<file path="src/rtl/data_table_rd_arbiter_pkg.sv">
// data_table_rd_arbiter_pkg: table geometry and engine index types shared by the read arbiter and the engines
package data_table_rd_arbiter_pkg;
  localparam int TABLE_ADDR_WIDTH = 8;
  localparam int RAM_DATA_WIDTH = 32;
  localparam int ENGINES_CNT_DEF = 3;
  function automatic int idx_width(input int n);
    return (n > 1) ? $clog2(n) : 1;
  endfunction
  localparam int ENGINE_IDX_WIDTH = idx_width(ENGINES_CNT_DEF);
  typedef logic [RAM_DATA_WIDTH-1:0] ram_data_t;
  typedef logic [ENGINE_IDX_WIDTH-1:0] engine_idx_t;
endpackage

</file>
<file path="src/rtl/data_table_rd_arbiter_if.sv">
// data_table_rd_arbiter_if: engine-side request/grant/return bus plus the RAM read port
//  slave  = arbiter view: takes req/req_addr/ram_rd_data, drives gnt/rd_data_val/rd_data/ram_rd_*
//  master = engine array and RAM view
interface data_table_rd_arbiter_if
  import data_table_rd_arbiter_pkg::*;
#(
  parameter int ENGINES_CNT = ENGINES_CNT_DEF,
  parameter int A_WIDTH = TABLE_ADDR_WIDTH
);
  logic [ENGINES_CNT-1:0] req;
  logic [ENGINES_CNT-1:0][A_WIDTH-1:0] req_addr;
  logic [ENGINES_CNT-1:0] gnt;
  logic [ENGINES_CNT-1:0] rd_data_val;
  ram_data_t rd_data;
  logic [A_WIDTH-1:0] ram_rd_addr;
  logic ram_rd_en;
  ram_data_t ram_rd_data;
  modport slave (
    input  req, req_addr, ram_rd_data,
    output gnt, rd_data_val, rd_data, ram_rd_addr, ram_rd_en
  );
  modport master (
    output req, req_addr, ram_rd_data,
    input  gnt, rd_data_val, rd_data, ram_rd_addr, ram_rd_en
  );
endinterface

</file>
<file path="src/rtl/data_table_rd_arbiter_rr_arbiter.sv">
// rr_arbiter: work-conserving round-robin pick of one requester, searching upward from a rotating pointer
//  clk_i, rst_i  clock, async active-high reset (pointer -> 0)
//  en            grants allowed this cycle
//  req           per-requester request
//  gnt, idx, val one-hot grant, its index, any grant (all combinational)
module rr_arbiter #(
  parameter int N = 3,
  parameter int IW = 2
) (
  input  logic         clk_i,
  input  logic         rst_i,
  input  logic         en,
  input  logic [N-1:0] req,
  output logic [N-1:0] gnt,
  output logic [IW-1:0] idx,
  output logic         val
);
  logic [IW-1:0] ptr;
  // Walk offsets from farthest to nearest so the nearest requester above the pointer wins.
  always_comb begin
    gnt = '0;
    idx = '0;
    for (int k = N - 1; k >= 0; k--)
      if (en && req[(int'(ptr) + k) % N]) begin
        gnt = N'(1) << ((int'(ptr) + k) % N);
        idx = IW'((int'(ptr) + k) % N);
      end
  end
  assign val = |gnt;
  always_ff @(posedge clk_i or posedge rst_i)
    if (rst_i) ptr <= '0;
    else if (val) ptr <= (int'(idx) == N - 1) ? '0 : idx + 1'b1;
endmodule

</file>
<file path="src/rtl/data_table_rd_arbiter.sv">
// data_table_rd_arbiter: round-robin sharing of the data table RAM read port between engines
//  clk_i, rst_i  clock, async active-high reset (drops every in-flight read)
//  pause_i       1 = no new grants; issued reads still complete
//  bus           engine req/addr -> gnt, per-engine rd_data_val, broadcast rd_data; RAM rd port
//  busy_o        a read is being issued or is in flight
module data_table_rd_arbiter
  import data_table_rd_arbiter_pkg::*;
#(
  parameter int ENGINES_CNT = ENGINES_CNT_DEF,
  parameter int RAM_LATENCY = 2,
  parameter int A_WIDTH = TABLE_ADDR_WIDTH
) (
  input  logic clk_i,
  input  logic rst_i,
  input  logic pause_i,
  data_table_rd_arbiter_if.slave bus,
  output logic busy_o
);
  localparam int IW = idx_width(ENGINES_CNT);
  logic gnt_val;
  logic [IW-1:0] gnt_idx;
  logic [IW-1:0] iss_idx;
  logic [RAM_LATENCY-1:0] pipe_val;
  logic [IW-1:0] pipe_idx [RAM_LATENCY];
  // Grants are suppressed while reset is held so gnt reads 0 during reset.
  rr_arbiter #(.N(ENGINES_CNT), .IW(IW)) u_rr (
    .clk_i(clk_i),
    .rst_i(rst_i),
    .en(!pause_i && !rst_i),
    .req(bus.req),
    .gnt(bus.gnt),
    .idx(gnt_idx),
    .val(gnt_val)
  );
  // Issue stage, then a RAM_LATENCY deep tag pipeline aligned with the RAM data return.
  always_ff @(posedge clk_i or posedge rst_i)
    if (rst_i) begin
      bus.ram_rd_en <= 1'b0;
      bus.ram_rd_addr <= '0;
      iss_idx <= '0;
      pipe_val <= '0;
      for (int s = 0; s < RAM_LATENCY; s++) pipe_idx[s] <= '0;
    end else begin
      bus.ram_rd_en <= gnt_val;
      if (gnt_val) begin
        bus.ram_rd_addr <= bus.req_addr[gnt_idx];
        iss_idx <= gnt_idx;
      end
      for (int s = RAM_LATENCY - 1; s > 0; s--) begin
        pipe_val[s] <= pipe_val[s-1];
        pipe_idx[s] <= pipe_idx[s-1];
      end
      pipe_val[0] <= bus.ram_rd_en;
      pipe_idx[0] <= iss_idx;
    end
  assign bus.rd_data_val = pipe_val[RAM_LATENCY-1] ? ENGINES_CNT'(1) << pipe_idx[RAM_LATENCY-1] : '0;
  assign bus.rd_data = bus.ram_rd_data;
  assign busy_o = bus.ram_rd_en | (|pipe_val);
endmodule

</file>
<file path="src/flat_wrapper.sv">
// flat-port wrapper written by rule: the top's interface ports become plain ports
module data_table_rd_arbiter_flat import data_table_rd_arbiter_pkg::*;
#(
  parameter int ENGINES_CNT = ENGINES_CNT_DEF,
  parameter int RAM_LATENCY = 2,
  parameter int A_WIDTH = TABLE_ADDR_WIDTH
)
  (clk_i, rst_i, pause_i, busy_o, bus_req, bus_req_addr, bus_ram_rd_data, bus_gnt, bus_rd_data_val, bus_rd_data, bus_ram_rd_addr, bus_ram_rd_en);
  data_table_rd_arbiter_if #(.ENGINES_CNT(ENGINES_CNT), .A_WIDTH(A_WIDTH)) bus_i ();
  input  logic clk_i;
  input  logic rst_i;
  input  logic pause_i;
  output logic busy_o;
  input wire logic [$bits(bus_i.req)-1:0] bus_req;
  input wire logic [$bits(bus_i.req_addr)-1:0] bus_req_addr;
  input wire logic [$bits(bus_i.ram_rd_data)-1:0] bus_ram_rd_data;
  output wire logic [$bits(bus_i.gnt)-1:0] bus_gnt;
  output wire logic [$bits(bus_i.rd_data_val)-1:0] bus_rd_data_val;
  output wire logic [$bits(bus_i.rd_data)-1:0] bus_rd_data;
  output wire logic [$bits(bus_i.ram_rd_addr)-1:0] bus_ram_rd_addr;
  output wire logic [$bits(bus_i.ram_rd_en)-1:0] bus_ram_rd_en;
  assign bus_i.req = bus_req;
  assign bus_i.req_addr = bus_req_addr;
  assign bus_i.ram_rd_data = bus_ram_rd_data;
  assign bus_gnt = bus_i.gnt;
  assign bus_rd_data_val = bus_i.rd_data_val;
  assign bus_rd_data = bus_i.rd_data;
  assign bus_ram_rd_addr = bus_i.ram_rd_addr;
  assign bus_ram_rd_en = bus_i.ram_rd_en;
  data_table_rd_arbiter #(.ENGINES_CNT(ENGINES_CNT), .RAM_LATENCY(RAM_LATENCY), .A_WIDTH(A_WIDTH)) u_core (.clk_i(clk_i), .rst_i(rst_i), .pause_i(pause_i), .bus(bus_i), .busy_o(busy_o));
endmodule
</file>
<file path="config.mk">
export PLATFORM = sky130hd
export DESIGN_NAME = data_table_rd_arbiter_flat
export DESIGN_NICKNAME = d
export VERILOG_FILES = /design/src/rtl/data_table_rd_arbiter_pkg.sv /design/src/rtl/data_table_rd_arbiter_if.sv /design/src/rtl/data_table_rd_arbiter_rr_arbiter.sv /design/src/rtl/data_table_rd_arbiter.sv /design/src/flat_wrapper.sv
export SDC_FILE = /design/constraint.sdc
export NUM_CORES = 1
export LEC_CHECK = 0
export ABC_AREA = 1
export BUFFER_PORTS_ARGS = -buffer_cell sky130_fd_sc_hd__buf_2
export CELL_PAD_IN_SITES_DETAIL_PLACEMENT = 1
export CELL_PAD_IN_SITES_GLOBAL_PLACEMENT = 2
export CORE_MARGIN = 1.5
export CORE_UTILIZATION = 21
export CTS_BUF_LIST = sky130_fd_sc_hd__clkbuf_8
export DETAILED_ROUTE_END_ITERATION = 10
export PLACE_DENSITY = 0.87
export SLEW_MARGIN = 15
export SYNTH_ARGS = -nofsm -noshare
export SYNTH_HDL_FRONTEND = slang
export SYNTH_HIERARCHICAL = 1
export SYNTH_SLANG_ARGS = --single-unit
export TNS_END_PERCENT = 1
</file>
<file path="constraint.sdc">
create_clock -name clk_i -period 3.6 [get_ports clk_i]
set_clock_uncertainty 0.15 [all_clocks]
set_input_delay 0 -clock clk_i [delete_from_list [all_inputs] [get_ports clk_i]]
set_output_delay 0 -clock clk_i [all_outputs]
set_load 0.02 [all_outputs]
</file>
### Yosys cells after proc, flatten, opt, wreduce, memory -nomap -nowiden

Index checks and enable logic that the tools add are counted.

* bits in registers: 19

* add/sub/neg operators: 3
* divide/modulo/power cells: 3
* magnitude comparators: 4
* equal/unequal tests: 1
* shift operators: 4
* multiplexer cells: 19
* bitwise logic cells: 1
* reduce and logical (&&, ||, !) cells: 8

Operator list (count)
* 32-bit by 4-bit < comparator with 1-bit output, second input constant: 3
* 1-bit by 32-bit left shift with 3-bit output, first input constant: 3
* 32-bit by 3-bit modulo with 32-bit output, second input constant: 2
* 3-bit by 3-bit modulo with 32-bit output, second input constant: 1
* 8-bit binary-select mux with 2-bit select: 1
* 3-bit two-way mux: 4
* 2-bit two-way mux: 4
* 8-bit two-way mux: 1
* 1-bit binary-select mux with 2-bit select: 3
* 1-bit two-way mux: 6
* 1-bit logical AND: 4
* 2-bit by 1-bit adder with 3-bit output, second input constant: 1
* 2-bit by 2-bit adder with 3-bit output, second input constant: 1
* 2-bit by 3-bit < comparator with 1-bit output, second input constant: 1
* 3-bit OR reduction: 1
* 1-bit by 2-bit left shift with 3-bit output, first input constant: 1
* 2-bit by 1-bit adder with 2-bit output, second input constant: 1
* 2-bit == test, second input constant: 1
* 1-bit logical NOT: 2
* 2-bit OR reduction: 1
* 1-bit OR: 1

### Depth between registers and ports, before layout

Gate-level depths: netlist of the first run.

* depth in word-level cells: 11
* mapped depth: 18

### Hierarchy

The synthesis of the first run kept the hierarchy.

By module, submodules not included
* data_table_rd_arbiter: instances 1, cells each 138, area an instance 1054.8 um^2, seq. area each 425.4 um^2
* rr_arbiter: instances 1, cells each 76, area an instance 449.2 um^2, seq. area each 50.0 um^2

### Worst setup path after synthesis of the first run

No wires, ideal clock.

* path type: register to register
* start point: register u_core.u_rr.ptr[0]
* end point: register u_core.bus.ram_rd_addr[2]
* arrival time: 2007 ps
* data required time: 3326 ps
* setup slack: 1319 ps
* cell stages (with the launch flop): 17
* buffers on the path: 0
* period minus slack after synthesis: 2281 ps
* cell sequence: dfrtp_1 -> inv_1 -> ha_1 -> inv_2 -> nand2_2 -> a21oi_2 -> nand2_1 -> nand2_1 -> nand2_1 -> nand2_2 -> nand2_4 -> nor2_4 -> nand2_2 -> inv_2 -> nor2_1 -> nand2_1 -> nand3_1

* elaborated cells on any way between the ends: 29
* classes of those cells: 2 x add/sub; 3 x div; 3 x shift; 17 x mux; 4 x reduce/logical

RTL lines
* start: declaration: line data_table_rd_arbiter_rr_arbiter.sv:18 `logic [IW-1:0] ptr;`
* start signal: assignment: line data_table_rd_arbiter_rr_arbiter.sv:32 `else if (val) ptr <= (int'(idx) == N - 1) ? '0 : idx + 1'b1;`
* 2-bit by 2-bit adder with 3-bit output: line data_table_rd_arbiter_rr_arbiter.sv:24, data_table_rd_arbiter_rr_arbiter.sv:25
* 32-bit by 3-bit modulo with 32-bit output: line data_table_rd_arbiter_rr_arbiter.sv:24, data_table_rd_arbiter_rr_arbiter.sv:25
* 1-bit binary-select mux with 2-bit select: line data_table_rd_arbiter_rr_arbiter.sv:24 `if (en && req[(int'(ptr) + k) % N]) begin`
* 1-bit two-way mux (implied by the code) (2 in a row): line data_table_rd_arbiter_rr_arbiter.sv:24
* 1-bit logical AND: line data_table_rd_arbiter_rr_arbiter.sv:24
* 3-bit two-way mux (2 in a row): line data_table_rd_arbiter_rr_arbiter.sv:24
* 3-bit two-way mux *: line data_table_rd_arbiter_rr_arbiter.sv:24
* named net bus_gnt[2]: line flat_wrapper.sv:17 `output wire logic [$bits(bus_i.gnt)-1:0] bus_gnt;`
* 3-bit OR reduction *: line data_table_rd_arbiter_rr_arbiter.sv:29 `assign val = |gnt;`
* named net u_core.gnt_val: line data_table_rd_arbiter.sv:20 `logic gnt_val;`
* end signal: assignment: line data_table_rd_arbiter.sv:46 `bus.ram_rd_addr <= bus.req_addr[gnt_idx];`
* end: declaration: line data_table_rd_arbiter_if.sv:20 `output gnt, rd_data_val, rd_data, ram_rd_addr, ram_rd_en`

The timed path passes the listed nets; every way through them passes the cells marked *. The select of a mux whose other input is x is not followed.
A chain may end at the register's enable or synchronous reset.

### Worst setup path after layout of the first run

* start point: register u_core.u_rr.ptr[0]
* end point: register u_core.bus.ram_rd_addr[7]

* cells in the longest elaborated chain, start to end: 11
* elaborated cells on any way between the ends: 29
* classes of those cells: 2 x add/sub; 3 x div; 3 x shift; 17 x mux; 4 x reduce/logical

RTL lines
* 2-bit by 2-bit adder with 3-bit output: line data_table_rd_arbiter_rr_arbiter.sv:24, data_table_rd_arbiter_rr_arbiter.sv:26
* 32-bit by 3-bit modulo with 32-bit output: line data_table_rd_arbiter_rr_arbiter.sv:24, data_table_rd_arbiter_rr_arbiter.sv:26
* 1-bit binary-select mux with 2-bit select: line data_table_rd_arbiter_rr_arbiter.sv:24
* 1-bit two-way mux (implied by the code) (2 in a row): line data_table_rd_arbiter_rr_arbiter.sv:24
* 1-bit logical AND: line data_table_rd_arbiter_rr_arbiter.sv:24
* 2-bit two-way mux (2 in a row): line data_table_rd_arbiter_rr_arbiter.sv:24
* 2-bit two-way mux *: line data_table_rd_arbiter_rr_arbiter.sv:24
* named net u_core.gnt_idx[1]: line data_table_rd_arbiter.sv:21 `logic [IW-1:0] gnt_idx;`
* 8-bit binary-select mux with 2-bit select *: line data_table_rd_arbiter.sv:46
* 8-bit two-way mux (implied by the code) *: line data_table_rd_arbiter.sv:46

Marked as above.

==> impl_results.md, run 1 <==
- Via count: 1539
- Post-synthesis compound-gate area fraction: 0.04908
- Simple-Gate Fraction of Synth Area: 0.3436
- Internal power: 0.0008223 W
- Crit path largest cell delay: 0.54 ns
- Global Route Usage Sum: 0.1094
- Total CTS buffers: 3
- #FFs+latches synth: 19
- HPWL Detailed: 3.106 mm
- Gate Count Post-Synth: 214
- CTS tree: yes
- Final hold vios: 0
- Sw frac: 0.5040
- Mux cell area share after synthesis: 0
- Area Overhead vs Synth: 44.43%
- Gate power share: 0.681
- Sequential Power Share: 0.226
- CTS root buffer: clkbuf_8
- IO Count: 110
- Critical Path RT: 3.65 ns
- Routed len/inst: 11.73 um
- Yosys warns: 6
- Worst slew pin tran: 0.6938 ns
- CP Class: flop to flop
- Gpl congestion: 0.7644
- GR Overflow Total: 0
- Mapped Avg Cell Area: 7.028 um^2
- N_diodes: 0
- Tcrit/Tclk final: 0.9196
- P_sw: 0.0008355 W
- Synth Net Count: 280
- CP Capture Type: flop
- HP Class: flop to flop
- CTS Buffer Depth: 2
- Die width: 87.63 um
- Synth unique cells: 23
- Synth Area in XOR/XNOR: 0
- RSZ-0062 raised after global routing: no
- DIE AREA: 0.007678 mm^2
- Final instance area: 0.002172 mm^2
- Drt drc: 0
- Router iterations before antenna repair: 4
- Post-DP Area: 0.001579 mm^2
- Max Cap Viol: 0
- Crit path DAT: 3.36 ns
- CTS Sinks: 19
- Slew headroom: 0.5369
- CP Buf/Inv Count: 4
- Most Frequent Cell on Critical Path: nand2_1
- Routed Antenna Nets: 0
- Initial antenna violation count: 0
- Setup_tns: 0 ns
- Final Setup Violations: 0
- Post-synthesis adder-cell area fraction: 0.03328
- Core ar.: 0.006869 mm^2
- Leakage power: 1.149 nW
- Nets: 348
- Final WL: 4.421 mm
- Largest family of logic cells by synthesized area: simple AND/OR/NAND/NOR gates
- Post-Synthesis Cell Area: 0.001504 mm^2
- Port Buffers: 45
- Peak VDD IR: 316.3 uV
- Via density: 4.082
- Clock slew at reported path FFs: 0.08 ns
- Layout cells sized above 1: 0.2456
- Critical-path maximum fanout: 7
- Worst-skew pair later-pin latency: 0.26 ns
- Die Y: 87.63 um
- Seq/Total Area, Yosys: 0.3161
- Max H-tree Level: 1
- Cell Chain, Critical Path: inv_1 -> ha_1 -> inv_2 -> nand2_1 -> nand3_2 -> nand2_1 -> nand2_1 -> nand2_1 -> nand2_2 -> o21ai_1 -> inv_2 -> nor2_1 -> nand3_1 -> nand3_1 -> dlygate4sd3_1
- Standard-cell rows: 30
- Status: completed
- Critical Path Slowest Stage Cell: dlygate4sd3_1
- Vias in the first global route: 1497
- Minimum clock period: 3.311 ns
- First-pass GRT wire length: 6.637 mm
- Achievable frequency: 0.3021 GHz
- Max-slew violation count: 0
- Delay-heaviest family, CP: simple AND/OR/NAND/NOR gates
- Clk pwr share: 0.094
- Starting Density: 0.2189
- Setup crit start kind: flop
- PD cells: 763.2 mW/mm^2
- Drt first-iter violations: 60
- Largest net degree at the start of global routing: 18
## through the flow
stage	utilization	hold slack (ns)	cells	total power (W)	setup WS [ns]
after floorplan	-	-0.4088	214	0.001139	1.319
after global placement	0.2299	-0.2650	320	0.001292	0.8008
after detailed placement	0.2299	-0.2687	320	0.001319	0.6814
after CTS	0.3138	0.2036	377	0.001659	0.09856
after global routing	0.3162	0.2220	377	0.001818	0.05161
final	0.3162	0.2003	377	0.001658	0.2894
## power by group through the flow
stage | sequential, W | clock (W) | combinational (W)
finish | 0.000374 | 0.000155 | 0.00113
global route | 0.000390 | 0.000168 | 0.00126
CTS | 0.000378 | 0.000163 | 0.00112
detailed placement | 0.000382 | 0 | 0.000937
global placement | 0.000378 | 0 | 0.000914
floorplan | 0.000431 | 0 | 0.000707
## cells in the mapped netlist
| master | n | area [um^2] |
|---|---|---|
| buf_4 | 33 | 247.7 |
| nor3_1 | 2 | 10.01 |
| nand2_1 | 58 | 217.7 |
| nand4_1 | 1 | 6.260 |
| o211ai_1 | 1 | 7.510 |
| nand2_4 | 2 | 22.52 |
| a21oi_2 | 3 | 26.28 |
| dfrtp_1 | 19 | 475.5 |
| inv_6 | 1 | 8.760 |
| nor2_1 | 17 | 63.81 |
| a21oi_1 | 5 | 25.02 |
| ha_1 | 4 | 50.05 |
| o21ai_0 | 1 | 5.000 |
| inv_2 | 4 | 15.01 |
| nand3_1 | 24 | 120.1 |
| buf_6 | 2 | 22.52 |
| nor2_4 | 2 | 22.52 |
| nor2_2 | 2 | 12.51 |
| o21ai_1 | 2 | 10.01 |
| inv_1 | 25 | 93.84 |
| nand2_2 | 4 | 25.02 |
| nand3_2 | 1 | 10.01 |
| or3_1 | 1 | 6.260 |
## routing by layer
layer  global-route usage  share of wire
met5                    0              0
met4             0.008658         0.0068
met3              0.02639          0.043
met2               0.2133           0.55
met1               0.1243           0.40
## flip-flops by register name, indices dropped and copies added (netlist names)
register / flops
u_core/u_rr/ptr: 2
u_core/pipe_val: 2
u_core/bus.ram_rd_en: 1
u_core/iss_idx: 2
u_core/pipe_idx: 4
u_core/bus.ram_rd_addr: 8
## cells by family (layout without fill, tap and decap cells)
logic type,after synthesis,in the layout
simple gates,114,114
buf+inv,65,132
flops,19,19
compound gates,12,12
fa+ha+maj,4,4
## worst register-to-register path, stage by stage, from the launching register on
cell	delay (ns)
dfrtp_1	0.40
inv_1	0.09
ha_1	0.45
inv_2	0.10
nand2_1	0.09
nand3_2	0.10
nand2_1	0.12
nand2_1	0.06
nand2_1	0.08
nand2_2	0.07
o21ai_1	0.33
inv_2	0.14
nor2_1	0.26
nand3_1	0.15
nand3_1	0.10
dlygate4sd3_1	0.54
## repair_timing
| item | 4_1_cts | 5_1_grt |
|---|---|---|
| endpoints found under the setup margin | 0 | 8 |
| setup buffers | 0 | 0 |
| hold buffers | 53 | 0 |
| endpoints found under the hold margin | 59 | 0 |
| resized for setup | 0 | 3 |
## cells in the final DEF (no fill, tap or decap), types with 2 or more instances in the layout
master	instances
dlygate4sd3_1	53
nor3_1	2
nand2_1	58
dfrtp_1	19
nor2_2	2
a21oi_1	5
a21oi_2	2
nand2_4	3
nor2_4	2
nand2_2	3
inv_1	25
nand3_1	24
buf_2	45
clkbuf_8	3
ha_1	4
nor2_1	17
inv_2	4
## path summary, 6_finish.rpt
check / slack (ns) / depth (start not counted) / end / start
setup / recovery: 0.29 / 15 / u_core/bus.ram_rd_addr[7]$_DFFE_PP0P_ / u_core/u_rr/ptr[0]$_DFFE_PP0P_
hold reg to reg: 0.20 / 0 / u_core/pipe_idx[1]$_DFF_PP0_ / u_core/pipe_idx[3]$_DFF_PP0_
hold / removal: 0.20 / 0 / u_core/pipe_idx[1]$_DFF_PP0_ / u_core/pipe_idx[3]$_DFF_PP0_
setup reg to reg: 0.29 / 15 / u_core/bus.ram_rd_addr[7]$_DFFE_PP0P_ / u_core/u_rr/ptr[0]$_DFFE_PP0P_
min in group asynchronous: 0.25 / 3 / u_core/bus.ram_rd_addr[0]$_DFFE_PP0P_ / rst_i
max in group asynchronous: 2.60 / 3 / u_core/pipe_idx[2]$_DFF_PP0_ / rst_i
## layout make-up
type | instances | area, um^2
Sequential cell | 19 | 475.5
Clock buffer | 3 | 41.29
Multi-Input combinational cell | 130 | 656.9
Timing Repair Buffer | 98 | 755.7
Clock inverter | 1 | 5.005
Fill cell | 854 | 4697
Tap cell | 96 | 120.1
Inverter | 30 | 117.6
No activity file was read; power rests on OpenSTA's default activity.
==> run 2, diff against run 1 <==
--- a/config.mk
+++ b/config.mk
@@ -5,15 +5,14 @@
 export SDC_FILE = /design/constraint.sdc
 export NUM_CORES = 1
 export LEC_CHECK = 0
-export ABC_AREA = 1
 export BUFFER_PORTS_ARGS = -buffer_cell sky130_fd_sc_hd__buf_2
 export CELL_PAD_IN_SITES_DETAIL_PLACEMENT = 1
 export CELL_PAD_IN_SITES_GLOBAL_PLACEMENT = 2
 export CORE_MARGIN = 1.5
-export CORE_UTILIZATION = 21
+export CORE_UTILIZATION = 23
 export CTS_BUF_LIST = sky130_fd_sc_hd__clkbuf_8
 export DETAILED_ROUTE_END_ITERATION = 10
-export PLACE_DENSITY = 0.87
+export PLACE_DENSITY = 0.89
 export SLEW_MARGIN = 15
 export SYNTH_ARGS = -nofsm -noshare
 export SYNTH_HDL_FRONTEND = slang
==> run 2 against run 1 <==
  * Clock power down 6%
  * Combinational power fell by 45%
  * Via count is 21% lower
  * Synthesized area shrank 4.9%
  * Global-route usage down 0.63 points
  * Worst hold slack got worse by 0.19 ns
  * Fmax up 8.7%
  * Sequential cell count did not move
  * Largest cell class is now multi-input gates
  * Worst setup slack improved by 0.26 ns
  * Register-to-register slack better by 0.26 ns
  * Utilization rose by 0.90 points
==> impl_results.md, run 2 <==
- Status: completed
- Critical Path Slowest Stage Cell: o21bai_1
- Synth unique cells: 44
- Synth Net Count: 216
- Mapped Avg Cell Area: 9.534 um^2
- Layout cells sized above 1: 0.3088
- Slew headroom: 0.2809
- Final Setup Violations: 0
- Crit path DAT: 3.06 ns
- Worst-skew pair later-pin latency: 0.25 ns
- Critical-path maximum fanout: 12
- Post-Synthesis Cell Area: 0.001430 mm^2
- Setup_tns: 0 ns
- Post-synth ARST share: 1.000
- Standard-cell rows: 28
- Achievable frequency: 0.3283 GHz
- EDFF count, synth: 0
- CTS root buffer: clkbuf_8
- Synth top area cells: dfrtp_1 33%, buf_4 17%, mux2i_1 7.0%
- Post-Place Cells: 234
- Largest area contributor in the synthesized netlist: dfrtp_1
- Die Y: 81.86 um
- Starting Density: 0.2401
- Crit path largest cell delay: 0.53 ns
- Total CTS buffers: 3
- Hold path start: bus_req_addr[5]
- Post-synth top cells: 32 x buf_4, 19 x dfrtp_1, 13 x nor2_1, 12 x nand2_1, 10 x mux2i_1
- Max Cap Viol: 0
- Via count: 1220
- Most Frequent Cell on Critical Path: mux2i_1
- Setup crit start kind: flop
- Vias in the first global route: 1162
- Routed len/inst: 12.07 um
- Die width: 81.86 um
- Most frequent cells in the layout: 45 x buf_2, 41 x dlygate4sd3_1, 19 x dfrtp_1, 13 x nor2_1, 12 x nand2_1
- Global Route Usage Sum: 0.1030
- Minimum clock period: 3.046 ns
- PD cells: 582.0 mW/mm^2
- GR Overflow Total: 0
- M3 GR Usage: 0.02111
- Top FF cell, synth: dfrtp_1
- Cell Chain, Critical Path: inv_1 -> ha_1 -> mux2i_1 -> o21ai_2 -> a2111oi_2 -> o21bai_1 -> mux2i_1 -> or2_0 -> a31oi_1
- CP startpoint: u_core/u_rr/ptr[0]$_DFFE_PP0P_
- HPWL Detailed: 2.444 mm
- Area Overhead vs Synth: 35.43%
- Worst slew pin tran: 1.076 ns
- Port Buffers: 45
- Post-synth top area share: 0.3325
- Post-DP Area: 0.001480 mm^2
- Largest registers: u_core/bus.ram_rd_addr x8, u_core/pipe_idx x4
- CP Class: flop to flop
- HP Class: input port to flop
- CTS Buffer Depth: 2
- RSZ-0062 raised after global routing: no
- Nets: 271
- DIE AREA: 0.006700 mm^2
- Final WL: 3.367 mm
- Yosys warns: 6
- CP Capture Type: flop
- Max H-tree Level: 1
- Critical Path RT: 3.61 ns
- Router iterations before antenna repair: 4
- Clock slew at reported path FFs: 0.07 ns
- First-pass GRT wire length: 5.457 mm
- Max FFs per register: 8
- Leakage power: 0.8763 nW
- Busiest layer in global routing: met2
- IO Count: 110
- Final hold vios: 0
- Most common cell after layout, fill and taps aside: buf_2
- GRT met1 Usage: 0.1296
- Biggest register: u_core/bus.ram_rd_addr
- Worst R2R Setup Slack: 0.55 ns
- #FFs+latches synth: 19
- Drt first-iter violations: 16
- Critical R2R Launch: u_core/u_rr/ptr[0]$_DFFE_PP0P_
- Tcrit/Tclk final: 0.8461
- Gate Count Post-Synth: 150
- Initial antenna violation count: 0
- Peak VDD IR: 258.0 uV
- # fillers: 704
- Core ar.: 0.005956 mm^2
- CTS Sinks: 19
- Drt drc: 0
- Global Route met2 Usage: 0.1811
- Largest net degree at the start of global routing: 20
- Final instance area: 0.001937 mm^2
- Max-slew violation count: 0
- Count leader, synth: buf_4
- Routed Antenna Nets: 0
- CTS tree: yes
- Seq/Total Area, Yosys: 0.3325
- Fin cells: 279
- Gpl congestion: 0.7130
- Via density: 4.373
- N_diodes: 0
## run 2: area by class of cell
cell class | count | area, um^2 | share of cell area
timing repair buffer | 87 | 643.1 | 0.3320
clock inverter | 1 | 5.005 | 0.002584
clock buffer | 3 | 41.29 | 0.02132
sequential | 19 | 475.5 | 0.2455
multi-input combinational | 87 | 651.9 | 0.3366
inverter | 7 | 26.28 | 0.01357
tap | 75 | 93.84 | 0.04845
## run 2: what timing repair did
| item | 4_1_cts | 5_1_grt |
|---|---|---|
| resized for setup | 0 | 0 |
| buffers inserted | 0 | 0 |
| hold buffers | 41 | 0 |
| hold endpoints to repair | 59 | 0 |
## run 2: path summary, 6_finish.rpt
| check | end | depth (start not counted) |
|---|---|---|
| worst max-delay path | u_core/bus.ram_rd_addr[3]$_DFFE_PP0P_ | 9 |
| worst min-delay path | u_core/bus.ram_rd_addr[5]$_DFFE_PP0P_ | 4 |
| worst max register to register | u_core/bus.ram_rd_addr[3]$_DFFE_PP0P_ | 9 |
| worst min register to register | u_core/pipe_idx[1]$_DFF_PP0_ | 0 |
| max in group asynchronous | u_core/iss_idx[1]$_DFFE_PP0P_ | 3 |
| min in group asynchronous | u_core/u_rr/ptr[0]$_DFFE_PP0P_ | 3 |
## run 2: critical path, delay by kind of cell (launching register included)
| kind | cells | cell delay [ns] |
|---|---|---|
| adder cells (fa/ha/maj) | 1 | 0.28 |
| buffers and inverters | 1 | 0.09 |
| AO/OA/AOI/OAI | 4 | 1.27 |
| multiplexers | 2 | 0.49 |
| flip-flops | 1 | 0.42 |
| AND/OR/NAND/NOR | 1 | 0.25 |
## run 2: logic make-up after synthesis
kind of cell | share of synthesized area
flops | 0.3325
buf+inv | 0.2117
compound gates | 0.1207
fa+ha+maj | 0.03500
mux | 0.1120
simple gates | 0.1881
## run 2: metal layers
metal / up-vias / share of wire / wire length (um)
met3: 0 / 0.081 / 274
met4: 0 / 0 / 0
met2: 72 / 0.50 / 1696
li1: 586 / - / -
met5: - / 0 / 0
met1: 562 / 0.41 / 1397
## run 2: power breakdown
| part | internal (W) | total, W | switching (W) |
|---|---|---|---|
| logic | 0.000252 | 0.000618 | 0.000367 |
| registers | 0.000306 | 0.000364 | 0.0000579 |
| clock network | 0.0000767 | 0.000145 | 0.0000680 |
## run 2: through the flow
step | hold slack [ns] | utilization | total power (W) | setup slack (ns)
2_1_floorplan | -0.4088 | - | 0.0008307 | 0.7924
3_3_place_gp | -0.2615 | 0.2485 | 0.0009169 | 0.6838
3_5_place_dp | -0.2600 | 0.2485 | 0.0009370 | 0.5427
4_1_cts | 0.003107 | 0.3252 | 0.001145 | 0.5231
5_1_grt | 0.03827 | 0.3252 | 0.001223 | 0.2642
6_report | 0.006883 | 0.3252 | 0.001127 | 0.5540
